--- config.mk ---
export PLATFORM = sky130hd
export DESIGN_NAME = spi_reg_bank
export DESIGN_NICKNAME = d
export VERILOG_FILES = /design/src/rtl/spi_reg_bank.sv
export SDC_FILE = /design/constraint.sdc
export NUM_CORES = 1
export LEC_CHECK = 0
export ABC_CLOCK_PERIOD_IN_PS = 2900
export BUFFER_PORTS_ARGS = -buffer_cell sky130_fd_sc_hd__buf_4
export CAP_MARGIN = 20
export CORE_AREA = 2 2 129 131
export CTS_CLUSTER_DIAMETER = 30
export DETAILED_ROUTE_END_ITERATION = 10
export DIE_AREA = 0 0 131 133
export HOLD_SLACK_MARGIN = 0.1
export SYNTH_ARGS = -nofsm -noshare
export SYNTH_HDL_FRONTEND = slang
export SYNTH_SLANG_ARGS = --single-unit
--- constraint.sdc ---
create_clock -name clk -period 2.9 [get_ports clk]
set_input_delay 0.58 -clock clk [delete_from_list [all_inputs] [get_ports clk]]
set_output_delay 0.58 -clock clk [all_outputs]
set_load 0.005 [all_outputs]
--- src/rtl/spi_reg_bank.sv ---
// spi_reg_bank: SPI mode-0 register file peripheral.
// The SPI pins are synchronised into clk, edges are detected on the
// synchronised copies, and fixed-length frames {R/W, addr, data} (MSB first)
// are decoded into a register bank. Read frames shift the addressed register
// out on cipo. Malformed frames (short or overrun) are discarded and flagged.
//
// Output handshake: wr_strobe and frame_err are single-cycle valid pulses
// with no ready/back-pressure; a consumer must take them in the cycle they
// are high. regs_flat already holds the new value in the strobe cycle.
module spi_reg_bank #(
  parameter int NUM_REGS    = 5,
  parameter int ADDR_W      = 7,
  parameter int DATA_W      = 8,
  parameter int SYNC_STAGES = 2
) (
  input  logic                         clk,
  input  logic                         rst_n,
  input  logic                         sclk,
  input  logic                         ncs,
  input  logic                         copi,
  output logic                         cipo,
  output logic                         cipo_oe,
  output logic [NUM_REGS*DATA_W-1:0]   regs_flat,
  output logic [NUM_REGS-1:0]          wr_strobe,
  output logic                         frame_err,
  output logic [2:0]                   dbg_state_o
);

  localparam int FRAME_W = 1 + ADDR_W + DATA_W;
  // Cycles to wait after reset before trusting the synchronised ncs level.
  localparam int SETTLE  = SYNC_STAGES + 2;
  localparam int CNT_MAX = (FRAME_W > SETTLE) ? FRAME_W : SETTLE;
  localparam int CNT_W   = $clog2(CNT_MAX + 1);

  localparam logic [CNT_W-1:0] CNT_CMD_LAST   = CNT_W'(ADDR_W);
  localparam logic [CNT_W-1:0] CNT_FRAME_LAST = CNT_W'(FRAME_W - 1);
  localparam logic [CNT_W-1:0] CNT_SETTLE     = CNT_W'(SETTLE);
  localparam logic [CNT_W-1:0] CNT_SAT        = CNT_W'(CNT_MAX);

  typedef enum logic [2:0] {
    ST_WAIT_HI = 3'd0,
    ST_IDLE    = 3'd1,
    ST_CMD     = 3'd2,
    ST_WR      = 3'd3,
    ST_RD      = 3'd4,
    ST_FULL    = 3'd5
  } state_t;

  // Synchroniser chains and edge detection
  logic [SYNC_STAGES-1:0] sclk_sync_q;
  logic [SYNC_STAGES-1:0] ncs_sync_q;
  logic [SYNC_STAGES-1:0] copi_sync_q;
  logic                   sclk_dly_q;
  logic                   ncs_dly_q;
  logic                   copi_q;
  logic                   sclk_rise_q;
  logic                   sclk_fall_q;
  logic                   ncs_rise_q;
  logic                   ncs_fall_q;

  // Frame engine state
  state_t                 state_q;
  logic [CNT_W-1:0]       cnt_q;
  logic [CNT_W-1:0]       cnt_inc_d;
  logic [FRAME_W-1:0]     rx_q;
  logic [FRAME_W-1:0]     rx_shift_d;
  logic [DATA_W-1:0]      tx_q;
  logic [DATA_W-1:0]      snap_d;
  logic                   ovr_q;
  logic                   cipo_q;
  logic                   cipo_oe_q;
  logic [NUM_REGS-1:0]    wr_strobe_q;
  logic                   frame_err_q;
  logic [DATA_W-1:0]      regs_q [NUM_REGS];
  logic [ADDR_W-1:0]      frame_addr;

  // Pins enter through the synchroniser; edges are registered one stage later
  // so that copi_q is aligned with the sclk edge pulses.
  always_ff @(posedge clk) begin
    if (!rst_n) begin
      sclk_sync_q <= '0;
      ncs_sync_q  <= '1;
      copi_sync_q <= '0;
      sclk_dly_q  <= 1'b0;
      ncs_dly_q   <= 1'b1;
      copi_q      <= 1'b0;
      sclk_rise_q <= 1'b0;
      sclk_fall_q <= 1'b0;
      ncs_rise_q  <= 1'b0;
      ncs_fall_q  <= 1'b0;
    end else begin
      sclk_sync_q <= {sclk_sync_q[SYNC_STAGES-2:0], sclk};
      ncs_sync_q  <= {ncs_sync_q[SYNC_STAGES-2:0], ncs};
      copi_sync_q <= {copi_sync_q[SYNC_STAGES-2:0], copi};
      sclk_dly_q  <= sclk_sync_q[SYNC_STAGES-1];
      ncs_dly_q   <= ncs_sync_q[SYNC_STAGES-1];
      copi_q      <= copi_sync_q[SYNC_STAGES-1];
      sclk_rise_q <= sclk_sync_q[SYNC_STAGES-1] & ~sclk_dly_q;
      sclk_fall_q <= ~sclk_sync_q[SYNC_STAGES-1] & sclk_dly_q;
      ncs_rise_q  <= ncs_sync_q[SYNC_STAGES-1] & ~ncs_dly_q;
      ncs_fall_q  <= ~ncs_sync_q[SYNC_STAGES-1] & ncs_dly_q;
    end
  end

  // Next shift value, saturating counter increment and the address field of a complete frame
  assign rx_shift_d = {rx_q[FRAME_W-2:0], copi_q};
  assign cnt_inc_d  = (cnt_q == CNT_SAT) ? cnt_q : cnt_q + CNT_W'(1);
  assign frame_addr = rx_q[FRAME_W-2:DATA_W];

  // Read snapshot: addressed register, or zero when the address is out of range
  always_comb begin
    snap_d = '0;
    for (int k = 0; k < NUM_REGS; k++) begin
      if (32'(rx_shift_d[ADDR_W-1:0]) == $unsigned(k)) snap_d = regs_q[k];
    end
  end

  // Frame FSM: shifts bits, drives cipo, commits or rejects on ncs rise
  always_ff @(posedge clk) begin
    if (!rst_n) begin
      state_q     <= ST_WAIT_HI;
      cnt_q       <= '0;
      rx_q        <= '0;
      tx_q        <= '0;
      ovr_q       <= 1'b0;
      cipo_q      <= 1'b0;
      cipo_oe_q   <= 1'b0;
      wr_strobe_q <= '0;
      frame_err_q <= 1'b0;
      for (int k = 0; k < NUM_REGS; k++) regs_q[k] <= '0;
    end else begin
      wr_strobe_q <= '0;
      frame_err_q <= 1'b0;
      // An ncs rise takes priority over any sclk edge seen in the same cycle.
      if (ncs_rise_q && (state_q inside {ST_CMD, ST_WR, ST_RD, ST_FULL})) begin
        if (state_q == ST_FULL && !ovr_q) begin
          // Complete frame: writes to a matching address commit; reads and
          // out-of-range writes end quietly. Full-width compare, so no aliasing.
          if (rx_q[FRAME_W-1]) begin
            for (int k = 0; k < NUM_REGS; k++) begin
              if (32'(frame_addr) == $unsigned(k)) begin
                regs_q[k]      <= rx_q[DATA_W-1:0];
                wr_strobe_q[k] <= 1'b1;
              end
            end
          end
        end else begin
          frame_err_q <= 1'b1;
        end
        state_q   <= ST_IDLE;
        cipo_q    <= 1'b0;
        cipo_oe_q <= 1'b0;
      end else begin
        case (state_q)
          ST_WAIT_HI: begin
            // Let the synchroniser flush its reset values before looking at ncs.
            if (cnt_q != CNT_SETTLE) begin
              cnt_q <= cnt_inc_d;
            end else if (ncs_dly_q) begin
              state_q <= ST_IDLE;
              cnt_q   <= '0;
            end
          end
          ST_IDLE: begin
            if (ncs_fall_q) begin
              state_q <= ST_CMD;
              cnt_q   <= '0;
              rx_q    <= '0;
              ovr_q   <= 1'b0;
            end
          end
          ST_CMD: begin
            if (sclk_rise_q) begin
              rx_q  <= rx_shift_d;
              cnt_q <= cnt_inc_d;
              if (cnt_q == CNT_CMD_LAST) begin
                if (rx_shift_d[ADDR_W]) begin
                  state_q <= ST_WR;
                end else begin
                  tx_q    <= snap_d;
                  state_q <= ST_RD;
                end
              end
            end
          end
          ST_WR: begin
            if (sclk_rise_q) begin
              rx_q  <= rx_shift_d;
              cnt_q <= cnt_inc_d;
              if (cnt_q == CNT_FRAME_LAST) state_q <= ST_FULL;
            end
          end
          ST_RD: begin
            // Rising edges count the frame; falling edges present the next bit.
            if (sclk_rise_q) begin
              cnt_q <= cnt_inc_d;
              if (cnt_q == CNT_FRAME_LAST) begin
                state_q   <= ST_FULL;
                cipo_q    <= 1'b0;
                cipo_oe_q <= 1'b0;
              end
            end else if (sclk_fall_q) begin
              cipo_q    <= tx_q[DATA_W-1];
              tx_q      <= tx_q << 1;
              cipo_oe_q <= 1'b1;
            end
          end
          ST_FULL: begin
            if (sclk_rise_q) ovr_q <= 1'b1;
          end
          default: state_q <= ST_WAIT_HI;
        endcase
      end
    end
  end

  // Flatten the register bank onto the output bus
  for (genvar g = 0; g < NUM_REGS; g++) begin : g_flat
    assign regs_flat[g*DATA_W +: DATA_W] = regs_q[g];
  end

  assign cipo        = cipo_q;
  assign cipo_oe     = cipo_oe_q;
  assign wr_strobe   = wr_strobe_q;
  assign frame_err   = frame_err_q;
  assign dbg_state_o = state_q;

endmodule

==> flow_summary.toml, run 1 <==
[cts]
cts_sinks = 94
cts_max_level = 3
cts_resized = 0
cts-buffers-inserted = 9
cts_buffer_depth = 2
clkLatencyLatePin_ps = 330
clk_pin_slew_ps = 60
cts_root_buffer = "clkbuf_16"
cts_setup_buffers = 0
cts_tree = "built"
holdBufCountCts = 0

[power_and_ir_drop]
p_int_w = 0.00212
power.switching_w = 0.000682
p_leak_nw = 1.84
power_w = 0.00281
swShare_pct = 24.3
ir_drop_mv = 0.238
pwr-share-seq_pct = 52.0
powerDensity_mw_per_mm2 = 570
clkPwrFrac_pct = 39.3
pwr-share-comb_pct = 8.7

[synth]
synth-seq-cells = 94
synth-seq-area-share_pct = 57.8
yosys_warnings = 0
synthTopCellsByArea = "edfxtp_1 (30%), dfxtp_1 (27%), mux2i_1 (3.8%), nor2_1 (2.9%), a21oi_1 (2.8%)"
synth-async-reset-ratio_pct = 0
synth_edf_count = 40
syn-num-nets = 371
ys_types = 52
synth_area_per_cell_sq_um = 10.9
synth_top_area_cell = "edfxtp_1"
synth_top_cell_area_share_pct = 30.4
syn_area_sq_mm = 0.00395
ys.flop_type = "dfxtp_1"
synthTopCellsByCount = "dfxtp_1 (54), edfxtp_1 (40), nor2_1 (30)"
synthCells = 363
synth_most_common_cell = "dfxtp_1"

[sta]
rsz0062_at_grt = "no"
tns_ps = 0
slew_headroom_pct = 47.3
max_freq_mhz = 454
timing.final.crit_share_pct = 76.0
skew_ps = 6.33
worstMarginPinSlew_ps = 790
setup-violations-final = 0
finalHoldViolations = 0
slew_viol_final = 0
fin_crit_ps = 2200

[worst_setup_path]
reg2reg_to = "cnt_q[3]"
r2r-start = "cnt_q[0]"
start_kind = "flip-flop"
slowest_stage = "a211oi_2"
cp-endpoint = "cnt_q[3]"
r2r_setup_slack_ps = 700
cp-end-kind = "flip-flop"
worstPathMaxFanout = 9
path_cells = "inv_1, ha_1, nor4bb_1, a21oi_1, a211oi_2, nor4_1, a311o_1"
critPathMaxStageDelay_ps = 550
reg2reg_depth = 7
startpoint = "cnt_q[0]"
cp.arrival_ps = 2420
crit_type = "reg -> reg"
required_ps = 3120

[layout]
drive_gt1_share_pct = 21.6
num_antenna_cells = 0
area_growth_pct = 24.8
nNetsFinal = 429
n_fill_cell = 1661

[grt]
grt_pass1_vias = 2891
grt_overflow = 0
grt_max_degree = 39
antenna_found_initial = 0
grt_usage_pct = 11.4
grt_pass1_wl_mm = 15.5

[die]
die_area_sq_mm = 0.0174
num_io_pins = 56
die_w_um = 131
row_count = 47
core_area_sq_mm = 0.0162
die_h_um = 133
start_util_pct = 24.4

[detailed_routing]
drc_errors = 0
dr_total_vias = 2999
wl_mm = 9.59
ant_nets = 0
via_per_inst = 4.64
wl_per_cell_um = 14.8
drt_iter0_drc = 199
firstDrtPassIters = 4

[outcome]
status = "completed"

[placement]
io_buffers = 55
place_congestion = 0.791
hpwl_mm = 7.10

[run]
maxCapViolCount = 0

[min_path]
hp-class = "reg -> reg"
## worst min-delay path by stage
stage	start	endpoint	slack (ps)	depth (start not counted)
2_1_floorplan	sclk_sync_q[1]	sclk_fall_q	380	1
3_3_place_gp	sclk_sync_q[1]	sclk_fall_q	390	1
3_5_place_dp	sclk_sync_q[1]	sclk_fall_q	400	1
4_1_cts	sclk_sync_q[1]	sclk_fall_q	410	1
5_1_grt	sclk_sync_q[1]	sclk_fall_q	420	1
6_report	sclk_sync_q[1]	sclk_fall_q	410	1
## state kept, by name (all words and copies together) (netlist names)
name / count
regs_q: 40
ncs_rise_q: 1
rx_q: 16
sclk_sync_q: 2
ncs_fall_q: 1
cipo_oe: 1
sclk_dly_q: 1
ovr_q: 1
cipo: 1
sclk_fall_q: 1
sclk_rise_q: 1
dbg_state_o: 3
wr_strobe: 5
copi_sync_q: 2
frame_err: 1
copi_q: 1
ncs_dly_q: 1
cnt_q: 5
ncs_sync_q: 2
tx_q: 8
## per-layer routing
metal / GRT usage (%) / vias to the layer above / share of wire [%]
met4: 4.08 / 0 / 1.1
met2: 18.7 / 77 / 50
met5: 0 / - / 0
met3: 2.83 / 6 / 4.9
li1: - / 1475 / -
met1: 14.6 / 1441 / 44
## cell type report
type	count	area [sq um]	share of cell area, %
sequential	94	2280	46.3
clock buffer	9	225	4.57
timing repair buffer	68	510	10.4
inverter	10	37.5	0.762
multi-input combinational	238	1540	31.2
clock inverter	7	57.6	1.17
tap	220	275	5.59
## power groups by stage
stage / Combinational (W) / Clock [W] / Sequential [W]
global placement: 0.000230 / 0 / 0.00149
CTS: 0.000244 / 0.00113 / 0.00146
global route: 0.000270 / 0.00119 / 0.00147
detailed placement: 0.000243 / 0 / 0.00149
finish: 0.000243 / 0.00110 / 0.00146
floorplan: 0.000153 / 0 / 0.00148
## critical path: cells and delay by family (launching register included)
family / cells / cell delay (ps)
compound gates: 3 / 1020
simple gates: 2 / 430
flops: 1 / 330
fa+ha+maj: 1 / 220
buf+inv: 1 / 100
## kinds of logic (layout without fill, tap and decap cells)
family / after synthesis / in the layout / synth area share, %
and+or+nand+nor: 132 / 132 / 19.1
DFF: 94 / 94 / 57.8
AOI/OAI and AO/OA: 88 / 88 / 15.0
buffers and inverters: 31 / 94 / 3.30
muxes: 15 / 15 / 3.81
adders and majority gates: 3 / 3 / 0.952
## placed cells by master, fill, tap and decap left out, types with 5 or more instances in the layout
master	n
o22ai_1	9
a31oi_1	13
nand2_1	11
nand2b_1	12
nor2_1	30
dfxtp_1	54
mux2i_1	15
edfxtp_1	40
o21ai_0	8
a21oi_1	21
and3_1	5
nor2b_1	16
buf_4	68
clkbuf_16	9
a32oi_1	7
nand3_1	14
o21ai_1	10
nor4_1	7
and2_1	14
inv_1	9
## through the flow
| stage | setup slack, ps | cell area (sq um) | utilization, % | hold slack (ps) | instances |
|---|---|---|---|---|---|
| global placement | 690 | 4640 | 28.7 | 393 | 630 |
| detailed placement | 695 | 4640 | 28.7 | 400 | 630 |
| CTS | 720 | 4920 | 30.5 | 410 | 646 |
| global route | 495 | 4920 | 30.5 | 418 | 646 |
| finish | 696 | 4920 | 30.5 | 413 | 646 |
| floorplan | 759 | 3950 | - | 383 | 363 |
Note: power is estimated with default switching activity, not from simulation.
==> inputs of run 2 (changes only) <==
- ABC_AREA: not set -> 1
- ABC_CLOCK_PERIOD_IN_PS: 2900 -> 2300
- CORE_AREA: 2 2 129 131 -> 2 2 132 134
- DIE_AREA: 0 0 131 133 -> 0 0 134 136
- clock period: 2.9 -> 2.3 ns (I/O delays scaled with it)
==> run 2 against run 1 <==
Fmax up 12%. Critical endpoint is now regs_q[0][9]. Final area up 2.5%. Critical path depth up 2. Count of clock-buffer cells in the layout up 1. Die area up 4.6%. Wire length up 2.6%. Worst hold slack worse by 120 ps.
==> flow_summary.toml, run 2 <==
[die]
core_area_sq_mm = 0.0169
num_io_pins = 56
die_w_um = 134
start_util_pct = 24.4
die_area_sq_mm = 0.0182
row_count = 48
die_h_um = 136

[synth]
synthTopCellsByCount = "nand2_1 (93), nor2_1 (76), inv_1 (56)"
ys.flop_type = "dfxtp_1"
synth_xor_area_share_pct = 0.213
synth_top_area_cell = "edfxtp_1"
synth_most_common_cell = "nand2_1"
syn_area_sq_mm = 0.00412
synth_top_family_by_area = "simple AND/OR/NAND/NOR gates"
synthCells = 493
ys_types = 30
synthTopCellsByArea = "edfxtp_1 (29%), dfxtp_1 (26%), nand2_1 (8.5%), nor2_1 (6.9%), a21oi_1 (5.1%)"
synth-async-reset-ratio_pct = 0
muxShareOfSynthArea_pct = 0
synth-seq-area-share_pct = 55.5
synth_top_cell_area_share_pct = 29.2
synth-seq-cells = 94
synthAdderAreaFrac_pct = 0.912
synth_edf_count = 40
synth_compound_area_share_pct = 9.61
yosys.area_share.simple_pct = 25.1
synth_area_per_cell_sq_um = 8.35
syn-num-nets = 501
yosys_warnings = 0

[sta]
rsz0062_at_grt = "no"
finalHoldViolations = 0
setup-violations-final = 0
fin_crit_ps = 1960
slew_viol_final = 0
skew_ps = 10.1
tns_ps = 0
slew_headroom_pct = 57.0
max_freq_mhz = 509
timing.final.crit_share_pct = 85.3
worstMarginPinSlew_ps = 643

[worst_setup_path]
worstPathMaxFanout = 10
startpoint = "dbg_state_o[2]"
r2r_setup_slack_ps = 340
r2r-start = "dbg_state_o[2]"
cp-end-kind = "flip-flop"
cp.arrival_ps = 2000
start_kind = "flip-flop"
crit_type = "reg -> reg"
required_ps = 2340

[cts]
holdBufCountCts = 0
cts_sinks = 94
cts_buffer_depth = 2
cts_max_level = 3
cts_resized = 0
cts_setup_buffers = 0
cts-buffers-inserted = 9
cts_tree = "built"
cts_root_buffer = "clkbuf_16"
clk_pin_slew_ps = 70
clkLatencyLatePin_ps = 340

[detailed_routing]
drc_errors = 0
dr_total_vias = 3303
drt_iter0_drc = 184
ant_nets = 0
wl_per_cell_um = 12.6
via_per_inst = 4.22
wl_mm = 9.83
firstDrtPassIters = 4

[power_and_ir_drop]
ir_drop_mv = 0.360
powerDensity_mw_per_mm2 = 1100
p_leak_nw = 2.19
power_w = 0.00557

[layout]
layout_commonest_cell = "nand2_1"
top_regs = "regs_q: 40 flops, rx_q: 16 flops, tx_q: 8 flops"
num_antenna_cells = 0
area_growth_pct = 22.7
final_cell_mix = "nand2_1 (93), nor2_1 (76), buf_4 (64)"
largest_register = "regs_q"
post-route-util_pct = 29.9
drive_gt1_share_pct = 19.2
nNetsFinal = 561
largest_register_ff_count = 40

[placement]
io_buffers = 55
hpwl_mm = 7.45
place_congestion = 0.825

[min_path]
min_from = "copi"
hp-class = "in -> reg"

[grt]
grt_max_degree = 33
antenna_found_initial = 0
grt_usage_pct = 11.1
grt_pass1_wl_mm = 15.8
grt_overflow = 0
grt_pass1_vias = 3101

[run]
maxCapViolCount = 0

[outcome]
status = "completed"
-- run 2: cell count changes after synthesis, sizes merged, moves of 9 or more --
cell	delta
nand2	+88
inv	+58
nor2	+50
nand3	+27
a21oi	+20
nor2b	-16
mux2i	-15
and2	-14
o21ai	+14
a31oi	-13
nand2b	-12
o22ai	-9
-- run 2: final timing paths --
check	endpoint	cells past startpoint
worst min register to register	sclk_sync_q[1]	2
worst max-delay path	regs_q[0][9]	9
worst min-delay path	copi_sync_q[0]	3
worst max register to register	regs_q[0][9]	9
-- run 2: metal layers --
metal | track usage (%) | part of all wire [%] | up-vias
met2 | 18.1 | 48 | 60
met4 | 4.55 | 2.3 | 0
met3 | 2.61 | 3.6 | 16
li1 | - | - | 1716
met1 | 14.1 | 46 | 1511
met5 | 0 | 0 | -
-- run 2: cell type report --
type	count	area, sq um
sequential	94	2280
tap	225	282
inverter	68	255
fill	1759	11800
multi-input combinational	316	1480
clock buffer	10	229
clock inverter	6	46.3
timing repair buffer	64	480
-- run 2: worst max-delay path: stages (launching register included) --
cell     delay (ps)
dfxtp_1         510
nand3_1         190
nand3_2         130
nand2_4          80
inv_2            60
nand2_2          60
nor2_4          160
nand3_2         120
o21ai_1         150
buf_4           200
-- run 2: cell families after synthesis --
family | count (synthesis)
fa+ha+maj | 3
buf+inv | 83
xor+xnor | 1
simple gates | 235
compound gates | 77
flops | 94
-- run 2: through the flow --
stage | area (sq um) | cells | setup slack, ps | hold slack [ps]
3_3_place_gp | 4770 | 767 | 371 | 397
6_report | 5050 | 783 | 337 | 295
2_1_floorplan | 4120 | 493 | 326 | 390
3_5_place_dp | 4770 | 767 | 335 | 397
4_1_cts | 5050 | 783 | 337 | 291
5_1_grt | 5050 | 783 | 172 | 298
-- run 2: where the power goes --
part           switching (W)  internal (W)  total [W]
clock               0.000627      0.000738    0.00137
sequential          0.000168       0.00197    0.00214
combinational        0.00140      0.000663    0.00206
